[config.mk]
export PLATFORM = sky130hd
export DESIGN_NAME = sel_demux4_stream
export DESIGN_NICKNAME = d
export VERILOG_FILES = /design/src/rtl/sel_demux4_stream.sv
export SDC_FILE = /design/constraint.sdc
export NUM_CORES = 1
export LEC_CHECK = 0
export CAP_MARGIN = 20
export CORE_MARGIN = 2
export CORE_UTILIZATION = 47
export DETAILED_ROUTE_END_ITERATION = 16
export PLACE_DENSITY = 0.84
export SLEW_MARGIN = 20
export SYNTH_ARGS = -nofsm -noshare
export SYNTH_HDL_FRONTEND = slang
export SYNTH_SLANG_ARGS = --single-unit
[constraint.sdc]
create_clock -name clk -period 2.9 [get_ports clk]
set_clock_uncertainty 0.15 [all_clocks]
set_input_delay 0.58 -clock clk [delete_from_list [all_inputs] [get_ports clk]]
set_output_delay 0.58 -clock clk [all_outputs]
set_load 0.005 [all_outputs]
[src/rtl/sel_demux4_stream.sv]
// One-input, four-lane stream demultiplexer. Each word is steered by sel_code into
// a single-entry lane slot. Each lane counts delivered words and saturates, and a flush FSM drains all lanes.
module sel_demux4_stream #(
    parameter int DATA_W = 8,
    parameter int CNT_W  = 8
) (
    input  logic                  clk,
    input  logic                  rst,
    input  logic                  in_valid,
    output logic                  in_ready,
    input  logic [DATA_W-1:0]     in_data,
    input  logic [1:0]            sel_code,
    output logic [3:0]            out_valid,
    input  logic [3:0]            out_ready,
    output logic [4*DATA_W-1:0]   out_data,
    output logic [4*CNT_W-1:0]    out_count,
    input  logic                  flush,
    output logic                  flush_done
);

    typedef enum logic [1:0] {
        RUN   = 2'd0,
        FLUSH = 2'd1,
        DONE  = 2'd2
    } state_t;

    state_t             state_reg;
    logic               flush_done_reg;
    logic [3:0]         valid_reg;
    logic [DATA_W-1:0]  data_reg [4];
    logic [CNT_W-1:0]   cnt_reg  [4];
    logic [3:0]         load;
    logic [3:0]         deliver;
    logic               accept;

    // A lane can take a new word if it is empty or is being emptied this same cycle.
    // The rst term keeps in_ready low for the whole time reset is asserted.
    assign in_ready = !rst && (state_reg == RUN) &&
                      (!valid_reg[sel_code] || out_ready[sel_code]);
    assign accept   = in_valid && in_ready;

    genvar gi;
    generate
        for (gi = 0; gi < 4; gi++) begin : g_lane
            assign load[gi]    = accept && (sel_code == 2'(gi));
            assign deliver[gi] = valid_reg[gi] && out_ready[gi];

            always_ff @(posedge clk or posedge rst) begin
                if (rst) begin
                    valid_reg[gi] <= 1'b0;
                    data_reg[gi]  <= '0;
                    cnt_reg[gi]   <= '0;
                end else begin
                    // A load overrides the clear, so the lane keeps one word per cycle under full throughput.
                    if (load[gi]) begin
                        data_reg[gi]  <= in_data;
                        valid_reg[gi] <= 1'b1;
                    end else if (deliver[gi]) begin
                        valid_reg[gi] <= 1'b0;
                    end
                    if (deliver[gi] && (cnt_reg[gi] != {CNT_W{1'b1}})) begin
                        cnt_reg[gi] <= cnt_reg[gi] + CNT_W'(1);
                    end
                end
            end

            assign out_data[gi*DATA_W +: DATA_W] = data_reg[gi];
            assign out_count[gi*CNT_W +: CNT_W]  = cnt_reg[gi];
        end
    endgenerate

    assign out_valid  = valid_reg;
    assign flush_done = flush_done_reg;

    // The FSM spends at least one cycle in FLUSH. It checks for empty lanes only after the final intake edge.
    always_ff @(posedge clk or posedge rst) begin
        if (rst) begin
            state_reg      <= RUN;
            flush_done_reg <= 1'b0;
        end else begin
            case (state_reg)
                RUN: begin
                    if (flush) begin
                        state_reg <= FLUSH;
                    end
                end
                FLUSH: begin
                    if (valid_reg == 4'b0000) begin
                        state_reg      <= DONE;
                        flush_done_reg <= 1'b1;
                    end
                end
                DONE: begin
                    if (!flush) begin
                        state_reg      <= RUN;
                        flush_done_reg <= 1'b0;
                    end
                end
                default: begin
                    state_reg      <= RUN;
                    flush_done_reg <= 1'b0;
                end
            endcase
        end
    end

endmodule
# Word-level counts from Yosys, hierarchy flattened
# Index checks and enable logic that the tools add are counted.
# Widths: inputs -> output; s select.
dict set report totals {
  input_bits 18
  wordCells 78
  reg_bits 71
  out_inout_bits 70
}
dict set report classes {
  n_reduce_logical 27
  bitwise_logic 1
  n_mux 19
  magnitude_cmp 1
  eq_ne 12
  addsub 4
}
# cell count
set ops {}
lappend ops {{$add 8x1->8 const B} 4}
lappend ops {{$ne 8x8->1 const B} 4}
lappend ops {{$logic_and 1x1->1} 15}
lappend ops {{$mux 1} 12}
lappend ops {{$reduce_bool 2->1} 4}
lappend ops {{$eq 2x2->1 const B} 3}
lappend ops {{$mux 2} 3}
lappend ops {{$ne 2x2->1 const B} 3}
lappend ops {{$pmux 2 s3} 1}
lappend ops {{$reduce_and 3->1} 2}
lappend ops {{$bmux 1 s2} 2}
lappend ops {{$eq 2x1->1 const B} 2}
lappend ops {{$logic_not 2->1} 2}
lappend ops {{$logic_not 4->1} 1}
lappend ops {{$lt 2x3->1 const B} 1}
lappend ops {{$pmux 1 s3} 1}
lappend ops {{$logic_not 1->1} 2}
lappend ops {{$logic_or 1x1->1} 1}
lappend ops {{$not 1->1} 1}

# Logic depth before layout (Yosys ltp)
# Gate-level depths: netlist (run 1).
dict set report logic_depth {
  word_depth 8
  mapped_depth 5
  ltp_nobuf 5
}

# Worst setup path after synthesis (run 1)
# OpenSTA, ideal clock, no wires.
dict set report synth_timing {
  kind {input to output}
  startpoint {input port out_ready[3]}
  endpoint {output port in_ready}
  required_time_ns 2.170
  n_path_buf 0
  slack_ns 0.880
  arrival_ns 1.290
  stages 3
  path_cell_list {nor2b_1 mux4_2 nor4_1}
}
dict set report synth_between {
  elab_chain_len 4
}
# item line
set synth_lines {}
lappend synth_lines {{start: declaration} 14} ;# input logic [3:0] out_ready,
lappend synth_lines {{$bmux 1 s2} 39} ;# (!valid_reg[sel_code] || out_ready[sel_code]);
lappend synth_lines {{$mux 1 (implied by the code)} 39}
lappend synth_lines {{$logic_or 1x1->1} 39}
lappend synth_lines {{$logic_and 1x1->1} 38} ;# assign in_ready = !rst && (state_reg == RUN) &&
lappend synth_lines {{end: declaration} 10} ;# output logic in_ready,
# Every way passes these cells. The select of a mux whose other input is x is not followed.

# Worst setup path after layout (run 1)
# Same ends and word-level chain as after synthesis.

==> impl_metrics.toml, run 1 <==
[run_status]
status = "completed"

[sta]
max_freq_ghz = 0.355
report.final.slew_viol_count = 0
setup_slack_ps = 84.5
hold_violations = 0
setup_viol = 0
worstMarginPinSlew_ps = 493
finalCritPeriodShare_pct = 97.1
relSlewSlack_pct = 66.8
grt_setup_unrepaired = "no"
fin_crit_ps = 2820

[routing]
wl_per_cell_um = 15.4
antenna_left = 0
totalWireLength_mm = 6.76
vias = 2378
vias_per_cell = 5.43
drtIter0Drc = 108
drt-pass1-iter-count = 4
post-route-drc-count = 0

[synthesis]
synth_area_leaders = "dfrtp_1, mux2_2, nand3_1"
yosysSeqAreaShare_pct = 57.4
avgSynthCellArea_um2 = 12.6
synthCells = 246
synth-seq-cells = 71
synth_top_area_share_pct = 57.4
async_flop_share_pct = 100
syn-num-nets = 268
synth_cell_type_count = 33
synth_edf_count = 0
synth_flop_cell = "dfrtp_1"
netlist_area_mm2 = 0.00310
yosysWarnings = 0
synth_top_area_cell = "dfrtp_1"

[floorplanning]
die_x_um = 85.2
die_h_um = 85.2
start_util_pct = 48.8
core_region_area_mm2 = 0.00635
rows = 29
ios = 88
die-area_mm2 = 0.00725

[pwr]
p_leak_nw = 1.93
irDropWorstVdd_v = 0.000629
power_density_mw_per_mm2 = 810
p_total_w = 0.00355

[critical_path]
r2r_cells = 4
reg2reg_to = "out_data[30]"
cp.required_ps = 2170
r2r_start = "state_reg[1]"
critPathMaxFanout = 3
end_kind = "output port"
cp-start-kind = "input port"
criticalPathCategory = "input port to output port"
startpoint = "out_ready[3]"
cp.arrival_ps = 2090
endpoint = "in_ready"
rrSetupSlack_ps = 930

[finish]
drive_gt1_share_pct = 21.9
fin_nets = 378
syn_to_final_growth_pct = 41.7
diodes = 0
final_cells = 438
multiInputGateArea_mm2 = 0.00132
fillers = 456
seq_area_mm2 = 0.00178

[clock_network]
clock_path_buffers = 2
clk-insertion-delay-late_ps = 340
ctsHoldBuffers = 0
cts_setup_buffers = 0
cts-buffers-inserted = 9
clockRootBuffer = "clkbuf_8"
path_clk_slew_ps = 80
htreeDepth = 3
cts.repair.resized = 2
cts_tree = "done"
clock-sinks = 71

[placement]
dp.cells = 422
globalplace.congestion = 0.791
pre_cts_ws_ps = -297
io_buffers = 87
dp_hpwl_mm = 4.91

[global_routing]
grt_usage_pct = 19.7
antenna_found_initial = 0
grt_max_degree = 35
grt_pass1_wl_mm = 11.4
grt-ovfl-total = 0
grt_pass1_vias = 2350

[run]
max_cap_viol_count = 0

[min_path]
hold_class = "register to register"
[through the flow]
step	setup TNS, ps	hold slack [ps]	utilization (%)	area [µm²]
3_3_place_gp	-314	337	65.6	4170
6_report	0	362	69.1	4390
4_1_cts	0	363	69.0	4380
2_1_floorplan	0	344	-	3100
5_1_grt	0	372	69.1	4390
3_5_place_dp	-297	344	65.6	4170
[Yosys cell counts, types with 2 or more instances]
master	number
o21ai_0	3
mux2i_1	3
nand3_1	19
and4_1	5
a21oi_1	11
nand2b_1	5
xnor2_1	6
dfrtp_1	71
a21boi_0	2
inv_1	3
xor2_1	2
nor2b_1	7
nand2_1	13
nor4_1	2
ha_1	4
nor3_1	3
a31oi_1	8
and4b_1	2
nand4_1	3
mux2_2	41
and3_1	8
o21a_1	3
nor2_1	12
[power breakdown]
part / switching (W) / internal [W] / leakage, nW
Sequential: 0.000250 / 0.00131 / 0.906
Combinational: 0.000362 / 0.000821 / 0.921
Clock: 0.000370 / 0.000443 / 0.105
[worst min-delay path by stage]
stage / depth (start not counted) / start / endpoint / slack [ps]
4_1_cts: 1 / out_data[7] / out_data[7] / 360
6_report: 1 / out_data[7] / out_data[7] / 360
3_3_place_gp: 1 / out_data[10] / out_data[10] / 340
5_1_grt: 1 / out_data[23] / out_data[23] / 370
3_5_place_dp: 1 / out_data[3] / out_data[3] / 340
2_1_floorplan: 2 / flush_done / flush_done / 340
[kinds of logic after synthesis]
family,share of synthesized area (%)
simple gates,15.9
flops,57.4
mux,16.6
compound gates,5.66
xor+xnor,2.26
buf+inv,0.606
fa+ha+maj,1.62
[cells in the final DEF, fill, tap and decap left out, types with 2 or more instances in the layout]
cell type        count
clkbuf_8            11
and4b_1              2
o21a_1               3
a21boi_0             2
mux2_2              41
and3_1               8
nor2_1              12
nor3_1               3
clkdlybuf4s50_1     86
o21ai_0              3
nand4_1              3
a21oi_1             11
inv_1                2
xor2_1               2
mux2i_1              3
and4_1               5
xnor2_1              6
dfrtp_1             71
clkinv_2             2
nand2_1             13
a31oi_1              8
nand3_1             19
nor2b_1              7
ha_1                 4
nand2b_1             5
buf_4               12
[cell type report]
type                            count  share of cell area, %
Sequential cell                    71                   40.5
Multi-Input combinational cell    171                   30.0
Timing Repair Buffer              100                   22.3
Clock buffer                       11                   3.45
Tap cell                           77                   2.19
Clock inverter                      5                   1.28
Inverter                            3                  0.257
[per-layer routing]
metal  track usage, %  wire (µm)
met2             29.9       3080
met5                0          0
met3             7.20        558
met1             26.4       3020
met4             6.78        104
[worst max-delay path: stages]
cell and delay, ps:
clkdlybuf4s50_1 510, nor2b_1 90, mux4_2 510, nor4_4 160, clkdlybuf4s15_1 250
Power figures use the tool's default switching activity.
==> inputs of run 2 (changes only) <==
Settings changed: CORE_ASPECT_RATIO set to 1.2, RECOVER_POWER set to 50.
==> impl_metrics.toml, run 2 (synthesis gave the netlist of run 1 again) <==
[critical_path]
cp.required_ps = 2170
criticalPathCategory = "input port to output port"
r2r_cells = 3
r2r_start = "state_reg[1]"
cp.arrival_ps = 2070
end_kind = "output port"
cp-start-kind = "input port"
reg2reg_to = "out_data[31]"
critPathMaxFanout = 3
rrSetupSlack_ps = 930

[floorplanning]
rows = 32
die_h_um = 92.9
die_x_um = 78.1
start_util_pct = 48.3
die-area_mm2 = 0.00726
core_region_area_mm2 = 0.00641
ios = 88

[sta]
hold_violations = 0
max_freq_ghz = 0.358
fin_crit_ps = 2800
worstMarginPinSlew_ps = 738
finalCritPeriodShare_pct = 96.4
setup_slack_ps = 105
relSlewSlack_pct = 50.8
grt_setup_unrepaired = "no"
setup_viol = 0
report.final.slew_viol_count = 0
holdWs_ps = 356

[routing]
drtIter0Drc = 105
vias = 2342
totalWireLength_mm = 6.83
wl_per_cell_um = 15.4
vias_per_cell = 5.26
drt-pass1-iter-count = 4
antenna_left = 0
post-route-drc-count = 0

[pwr]
p_leak_nw = 1.91
irDropWorstVdd_v = 0.000594
p_total_w = 0.00363
power_density_mw_per_mm2 = 829

[global_routing]
grt_usage_pct = 20.6
grt_max_degree = 56
antenna_found_initial = 1
grt-ovfl-total = 0
grt_pass1_vias = 2431
grt_pass1_wl_mm = 11.6

[finish]
fin_nets = 376
fillers = 495
utilization_pct = 68.4
layout_commonest_cell = "clkdlybuf4s50_1"
syn_to_final_growth_pct = 41.4
drive_gt1_share_pct = 19.8
layout_common_cells = "clkdlybuf4s50_1, dfrtp_1, mux2_2"

[clock_network]
clk-insertion-delay-late_ps = 350
clock-sinks = 71
ctsHoldBuffers = 0
clock_path_buffers = 2
cts_setup_buffers = 0
clockRootBuffer = "clkbuf_8"
cts-buffers-inserted = 9
path_clk_slew_ps = 70
cts.repair.resized = 3
htreeDepth = 3
cts_tree = "done"

[placement]
pre_cts_ws_ps = -383
dp_hpwl_mm = 4.89
io_buffers = 87
globalplace.congestion = 0.827

[min_path]
hold_start = "out_data[1]"
hold_end = "out_data[1]"
hold_class = "register to register"
hold_depth = 1

[run]
max_cap_viol_count = 0

[run_status]
status = "completed"
## run 2: changes by cell type in the layout (fill, tap and decap cells not counted), moves of 2 or more
cell and change:
clkbuf_4 +2, buf_4 -7, clkbuf_1 +4, clkdlybuf4s50_1 -4
dlygate4sd3_1 +3
## run 2: routing by layer
layer / up-vias / share of wire, % / global-route usage [%]
li1: 1119 / - / -
met1: 1148 / 41 / 25.0
met2: 66 / 49 / 33.3
met3: 9 / 7.7 / 7.89
met4: 0 / 1.5 / 7.89
met5: - / 0 / 0
## run 2: layout make-up
cell class              count  area [µm²]  share of cell area (%)
flip-flops and latches     71        1780                    40.6
repair buffers             98         937                    21.4
inverters                   3        11.3                   0.257
clock inverters             5        80.1                    1.83
well taps                  85         106                    2.43
clock buffers              11         151                    3.46
diodes                      1        2.50                  0.0571
multi-input cells         171        1310                    30.0
## run 2: where the power goes
group          switching [W]  leakage (nW)  internal, W  total, W
clock network       0.000372         0.112     0.000530  0.000901
registers           0.000238         0.906      0.00131   0.00155
logic               0.000369         0.894     0.000814   0.00118
## run 2: critical path, stage by stage
cell and delay, ps:
clkdlybuf4s50_1 520, nor2b_1 80, mux4_2 480, nor4_4 160
clkdlybuf4s15_1 240
## run 2: how the worst max path moves through the flow
stage	startpoint	endpoint	slack, ps	depth (start not counted)
5_1_grt	out_ready[0]	in_ready	7	5
2_1_floorplan	rst	flush_done	370	1
6_report	out_ready[0]	in_ready	100	5
3_5_place_dp	sel_code[0]	in_ready	-380	4
3_3_place_gp	sel_code[0]	in_ready	-340	4
4_1_cts	out_ready[0]	in_ready	50	5
## run 2: through the flow
stage	instance area (µm²)	instances	setup TNS (ps)
floorplan	3100	246	0
global placement	4160	428	-335
detailed placement	4160	428	-383
CTS	4400	444	0
global route	4380	445	0
finish	4380	445	0
